--- src/rtl/farm_road_detector_if.sv ---
// Signal bundle between the farm-road detector and its environment: the detector
// input, the light-controller acknowledge, the request and the debug outputs.
interface farm_road_detector_if #(
  parameter int CNT_W = 4
);
  logic             Tick;
  logic             RawSensor;
  logic             FrGreen;
  logic             Sensor;
  logic [CNT_W-1:0] CarCount;
  logic             Overflow;
  logic [1:0]       State;

  modport master (
    output Tick, RawSensor, FrGreen,
    input  Sensor, CarCount, Overflow, State
  );

  modport slave (
    input  Tick, RawSensor, FrGreen,
    output Sensor, CarCount, Overflow, State
  );
endinterface

--- src/rtl/farm_road_detector.sv ---
// Turns a bouncy vehicle-detector pin into a held farm-road request. The request is
// acknowledged by farm-road green, and each car departs after DEPART_TICKS of green.
module farm_road_detector #(
  parameter int DEBOUNCE_TICKS = 4,
  parameter int DEPART_TICKS   = 50,
  parameter int HOLDOFF_TICKS  = 100,
  parameter int CNT_W          = 4
) (
  input logic                 ClkIn,
  input logic                 Resetn,
  farm_road_detector_if.slave bus
);

  localparam int DB_W  = $clog2(DEBOUNCE_TICKS + 1);
  localparam int DEP_W = $clog2(DEPART_TICKS + 1);
  localparam int HO_W  = $clog2(HOLDOFF_TICKS + 1);

  typedef enum logic [1:0] {
    ST_IDLE    = 2'd0,
    ST_REQUEST = 2'd1,
    ST_SERVICE = 2'd2,
    ST_HOLDOFF = 2'd3
  } state_e;

  logic             sync1_q, sync2_q;
  logic             deb_q, deb_d;
  logic [DB_W-1:0]  db_cnt_q, db_cnt_d;
  logic             arrival_q, arrival_d;
  logic [DEP_W-1:0] dep_cnt_q, dep_cnt_d;
  logic             departure;
  logic [HO_W-1:0]  ho_cnt_q, ho_cnt_d;
  logic [CNT_W-1:0] count_q, count_d;
  logic             ovf_q, ovf_d;
  state_e           state_q, state_d;
  logic             sensor_q, sensor_d;

  // NOTE: every variable written in an always_comb gets a default first, so no path
  // can leave it unassigned and infer a latch.
  always_comb begin
    deb_d    = deb_q;
    db_cnt_d = db_cnt_q;
    if (bus.Tick) begin
      if (sync2_q != deb_q) begin
        if (db_cnt_q == DB_W'(DEBOUNCE_TICKS - 1)) begin
          deb_d    = sync2_q;
          db_cnt_d = '0;
        end else begin
          db_cnt_d = db_cnt_q + 1'b1;
        end
      end else begin
        db_cnt_d = '0;
      end
    end
    // Only rising debounced edges are vehicles; the pulse is registered one cycle.
    arrival_d = deb_d & ~deb_q;
  end

  always_comb begin
    dep_cnt_d = '0;
    departure = 1'b0;
    if (state_q == ST_SERVICE && bus.FrGreen) begin
      dep_cnt_d = dep_cnt_q;
      if (bus.Tick) begin
        if (dep_cnt_q == DEP_W'(DEPART_TICKS - 1)) begin
          dep_cnt_d = '0;
          departure = (count_q != '0);
        end else begin
          dep_cnt_d = dep_cnt_q + 1'b1;
        end
      end
    end
  end

  always_comb begin
    count_d = count_q;
    ovf_d   = ovf_q;
    if (arrival_q && !departure) begin
      if (count_q == '1) ovf_d = 1'b1;
      else               count_d = count_q + 1'b1;
    end else if (departure && !arrival_q) begin
      count_d = count_q - 1'b1;
    end
  end

  // Decisions use count_d so the request drops on the same edge the last car leaves.
  always_comb begin
    state_d  = state_q;
    ho_cnt_d = '0;
    unique case (state_q)
      ST_IDLE:    if (arrival_q) state_d = ST_REQUEST;
      ST_REQUEST: if (bus.FrGreen) state_d = ST_SERVICE;
      ST_SERVICE: begin
        if (count_d == '0)     state_d = ST_HOLDOFF;
        else if (!bus.FrGreen) state_d = ST_REQUEST;
      end
      ST_HOLDOFF: begin
        ho_cnt_d = ho_cnt_q;
        if (bus.Tick) begin
          if (ho_cnt_q == HO_W'(HOLDOFF_TICKS - 1)) begin
            ho_cnt_d = '0;
            state_d  = (count_d != '0) ? ST_REQUEST : ST_IDLE;
          end else begin
            ho_cnt_d = ho_cnt_q + 1'b1;
          end
        end
      end
      default: state_d = ST_IDLE;
    endcase
    sensor_d = (state_d == ST_REQUEST) || (state_d == ST_SERVICE);
  end

  // NOTE: sequential state uses non-blocking assignments so every flop samples the
  // pre-edge values, independent of statement order.
  always_ff @(posedge ClkIn or negedge Resetn) begin
    if (!Resetn) begin
      sync1_q   <= 1'b0;
      sync2_q   <= 1'b0;
      deb_q     <= 1'b0;
      db_cnt_q  <= '0;
      arrival_q <= 1'b0;
      dep_cnt_q <= '0;
      ho_cnt_q  <= '0;
      count_q   <= '0;
      ovf_q     <= 1'b0;
      state_q   <= ST_IDLE;
      sensor_q  <= 1'b0;
    end else begin
      sync1_q   <= bus.RawSensor;
      sync2_q   <= sync1_q;
      deb_q     <= deb_d;
      db_cnt_q  <= db_cnt_d;
      arrival_q <= arrival_d;
      dep_cnt_q <= dep_cnt_d;
      ho_cnt_q  <= ho_cnt_d;
      count_q   <= count_d;
      ovf_q     <= ovf_d;
      state_q   <= state_d;
      sensor_q  <= sensor_d;
    end
  end

  assign bus.Sensor   = sensor_q;
  assign bus.CarCount = count_q;
  assign bus.Overflow = ovf_q;
  assign bus.State    = state_q;

endmodule

--- src/flat_wrapper.sv ---
// flat-port wrapper written by rule: the top's interface ports become plain ports
module farm_road_detector_flat 
#(
  parameter int DEBOUNCE_TICKS = 4,
  parameter int DEPART_TICKS   = 50,
  parameter int HOLDOFF_TICKS  = 100,
  parameter int CNT_W          = 4
)
  (ClkIn, Resetn, bus_Tick, bus_RawSensor, bus_FrGreen, bus_Sensor, bus_CarCount, bus_Overflow, bus_State);
  farm_road_detector_if #(.CNT_W(CNT_W)) bus_i ();
  input logic ClkIn;
  input logic Resetn;
  input wire logic [$bits(bus_i.Tick)-1:0] bus_Tick;
  input wire logic [$bits(bus_i.RawSensor)-1:0] bus_RawSensor;
  input wire logic [$bits(bus_i.FrGreen)-1:0] bus_FrGreen;
  output wire logic [$bits(bus_i.Sensor)-1:0] bus_Sensor;
  output wire logic [$bits(bus_i.CarCount)-1:0] bus_CarCount;
  output wire logic [$bits(bus_i.Overflow)-1:0] bus_Overflow;
  output wire logic [$bits(bus_i.State)-1:0] bus_State;
  assign bus_i.Tick = bus_Tick;
  assign bus_i.RawSensor = bus_RawSensor;
  assign bus_i.FrGreen = bus_FrGreen;
  assign bus_Sensor = bus_i.Sensor;
  assign bus_CarCount = bus_i.CarCount;
  assign bus_Overflow = bus_i.Overflow;
  assign bus_State = bus_i.State;
  farm_road_detector #(.DEBOUNCE_TICKS(DEBOUNCE_TICKS), .DEPART_TICKS(DEPART_TICKS), .HOLDOFF_TICKS(HOLDOFF_TICKS), .CNT_W(CNT_W)) u_core (.ClkIn(ClkIn), .Resetn(Resetn), .bus(bus_i));
endmodule
--- config.mk ---
export PLATFORM = sky130hd
export DESIGN_NAME = farm_road_detector_flat
export DESIGN_NICKNAME = d
export VERILOG_FILES = /design/src/rtl/farm_road_detector_if.sv /design/src/rtl/farm_road_detector.sv /design/src/flat_wrapper.sv
export SDC_FILE = /design/constraint.sdc
export NUM_CORES = 1
export LEC_CHECK = 0
export BUFFER_PORTS_ARGS = -buffer_cell sky130_fd_sc_hd__buf_2
export CORE_AREA = 2 2 55 57
export CTS_BUF_LIST = sky130_fd_sc_hd__clkbuf_16
export CTS_CLUSTER_DIAMETER = 200
export DETAILED_ROUTE_END_ITERATION = 10
export DIE_AREA = 0 0 57 59
export PLACE_DENSITY_LB_ADDON = 0.2
export SLEW_MARGIN = 20
export SYNTH_ARGS = -nofsm -noshare
export SYNTH_HDL_FRONTEND = slang
export SYNTH_SLANG_ARGS = --single-unit
--- constraint.sdc ---
create_clock -name ClkIn -period 3.95 [get_ports ClkIn]
set_clock_uncertainty 0.15 [all_clocks]
set_input_delay 0 -clock ClkIn [delete_from_list [all_inputs] [get_ports ClkIn]]
set_output_delay 0 -clock ClkIn [all_outputs]
set_load 0.02 [all_outputs]
==> impl_metrics.csv <==
group,metric,value,unit
cts,ctsResizeCount,0,
cts,clk_path_buf_depth,2,
route,drt-total-wl,2863,µm
route,wl_per_cell,14.53,µm
power_and_ir_drop,vdd_drop_max,0.4368,mV
timing,setup_viol,0,
timing,fmax,0.3384,GHz
layout,mostFrequentLayoutCell,"dfrtp_1",
floorplan,die_w,57,µm
cts,clk_pin_slew,70,ps
timing,post-route-period-util,74.82,%
power_and_ir_drop,p_per_area,613.4,nW/µm²
layout,syn_to_final_growth,15.21,%
route,drtIter0Drc,45,
yosys,syn_avg_cell_area,10.45,µm²
setup_path,cp-end-kind,"register",
setup_path,path_class,"register to register",
cts,cts-htree-levels,1,
floorplan,die_y,59,µm
timing,drv_slew,0,
cts,cts_tree,"built",
placed_design,gp_congestion,0.8144,
route,dr_total_vias,1145,
cts,post_cts_buffers,0,
cts,numCtsBuffers,3,
floorplan,core,2710,µm²
timing,setup_tns,0,ps
timing,hold_violations,0,
floorplan,io-pin-count,13,
layout,final_nets,178,
setup_path,start_kind,"register",
setup_path,timing.rr.end,"u_core.bus.State[0]",
setup_path,worstReg2RegStart,"u_core.bus.CarCount[0]",
setup_path,cp_max_fo,6,
cts,clkLatencyLatePin,270,ps
route,drc,0,
power_and_ir_drop,p_sw,384.0,µW
yosys,syn_area,1546,µm²
floorplan,initial_utilization,57.06,%
placed_design,port_buffers,12,
yosys,ys_seq_elements,28,
yosys,seq_area_frac_synth,45.31,%
power_and_ir_drop,p_comb_share,34.6,%
global_routing,grt_pass1_vias,1083,
global_routing,antenna_found_initial,0,
route,drtAntennaViolNets,0,
setup_path,rrSetupSlack,990,ps
timing,min_period,2955,ps
floorplan,die-area,3363,µm²
global_routing,grt.total_usage,19.22,%
run,cap_violations,0,
timing,rsz0062_at_grt,"no",
layout,n_antenna_cell,0,
timing,max_slew_margin,59.35,%
setup_path,required,3950,ps
power_and_ir_drop,clockPowerShare,27.5,%
layout,multi_input_area,807.0,µm²
timing,hold_ws,126.2,ps
yosys,synthCells,148,
yosys,synth_fp_nets,159,
layout,seqCellArea,700.7,µm²
power_and_ir_drop,leakagePower,0.7923,nW
timing,max_slew.worst_pin.slew,609.8,ps
hold_path,worst_hold_path_type,"input pin to async pin",
global_routing,grt_start_max_net_pins,29,
yosys,synth-warning-count,0,
setup_path,r2r_cells,8,
layout,n_fill_cell,230,
cts,cts_sinks,28,
global_routing,grt_pass1_wl,4988,µm
yosys,yosysUniqueCellTypes,46,
power_and_ir_drop,p_seq_share,38.0,%
route,dr.pass1.iters,4,
route,routed_via_density,5.812,
cts,cts_hold_buf,4,
power_and_ir_drop,p_int,708.9,µW
layout,drive_gt1_share,20.48,%
layout,layout_common_cells,"dfrtp_1 (28), nor2_1 (22), buf_2 (12)",
global_routing,gr-total-overflow,0,
placed_design,hpwl,1971,µm
floorplan,row_count,19,
status,status,"finished clean",
power_and_ir_drop,p_sw_share,35.14,%
cts,clock-root-buffer,"clkbuf_16",
setup_path,worst_ep_arrival_time,2960,ps
[cells in the mapped netlist, drive strengths merged]
master	n	share of area [%]
a311o	1	0.65
a41oi	1	0.57
mux2	4	3.2
nand4	2	0.81
o21ai	6	1.9
or2	2	0.81
xor2	5	2.8
o22ai	1	0.40
nor2	22	5.3
a311oi	2	1.5
nand4b	1	0.57
clkbuf	2	0.57
o221a	1	0.73
and3	1	0.40
a31oi	1	0.40
nand4bb	1	1.8
nor4	3	1.2
ha	6	4.9
nand2b	2	0.81
a21oi	3	0.97
a31o	2	1.1
a21boi	1	0.49
nor3	3	0.97
a211oi	1	0.49
nor2b	2	0.81
or4	2	1.5
o41ai	1	1.1
nand2	8	1.9
nand3	5	1.9
mux2i	4	2.6
and4	1	0.65
o21bai	1	0.49
dfrtp	28	45
o2111a	1	0.73
xnor2	5	2.8
nor3b	3	1.8
or3	2	0.81
a21o	1	0.49
inv	8	1.9
nand3b	2	1.8
[power groups by stage]
stage	Clock [mW]	Combinational, mW	Sequential [mW]
floorplan	0	0.241	0.447
global placement	0	0.360	0.415
detailed placement	0	0.371	0.419
CTS	0.302	0.380	0.413
global route	0.316	0.417	0.428
finish	0.300	0.378	0.415
[worst max-delay path, stage by stage, from the launching register on]
cell and delay (ps):
dfrtp_1 440, inv_1 150, ha_1 200, nor3b_2 220
o41ai_2 110, or3_1 330, a311o_1 370, or4_4 550
mux2_4 320
[worst max-delay path by stage]
stage	from	end	slack (ps)	depth (start not counted)
after floorplan	u_core.bus.CarCount[0]	u_core.bus.State[0]	1090	8
after global placement	u_core.bus.CarCount[0]	u_core.bus.State[0]	1050	8
after detailed placement	u_core.bus.CarCount[0]	u_core.bus.State[0]	1040	8
after CTS	u_core.bus.CarCount[0]	u_core.bus.State[0]	1020	8
after global routing	u_core.bus.CarCount[0]	u_core.bus.State[0]	880	8
final	u_core.bus.CarCount[0]	u_core.bus.State[0]	990	8
[layer usage]
| metal | global-route usage [%] | up-vias | wire length [µm] |
|---|---|---|---|
| li1 | - | 571 | - |
| met1 | 27.64 | 553 | 1496 |
| met2 | 28.57 | 16 | 1246 |
| met3 | 3.930 | 5 | 82 |
| met4 | 7.973 | 0 | 39 |
| met5 | 0 | - | 0 |
[state kept, by name, summed over array words and instances, names as in the netlist]
signal               flops
u_core.bus.Overflow      1
u_core.sync1_q           1
u_core.ho_cnt_q          7
u_core.arrival_q         1
u_core.db_cnt_q          3
u_core.bus.CarCount      4
u_core.bus.Sensor        1
u_core.sync2_q           1
u_core.deb_q             1
u_core.bus.State         2
u_core.dep_cnt_q         6
[through the flow]
stage	util [%]	power [mW]	area, µm²	worst slack (ps)	cells
after floorplan	-	0.6882	1546	1092	148
after global placement	60.39	0.7752	1637	1051	189
after detailed placement	60.39	0.7901	1637	1037	189
after CTS	65.74	1.095	1782	1016	197
after global routing	65.74	1.161	1782	883.1	197
final	65.74	1.093	1782	994.5	197
[final cells by class]
type	instances	area share, %
repair buffers	16	5.618
inverters	8	1.685
well taps	31	2.177
clock inverters	1	1.685
flip-flops and latches	28	39.33
multi-input cells	110	45.29
clock buffers	3	4.213
[cell families after synthesis]
group | share of synthesized area [%]
XOR/XNOR | 5.663
AND/OR/NAND/NOR | 23.87
multiplexers | 5.744
AO/OA/AOI/OAI | 12.06
flip-flops | 45.31
adder cells (fa/ha/maj) | 4.854
buffers and inverters | 2.508
Note: power is estimated with default switching activity, not from simulation.
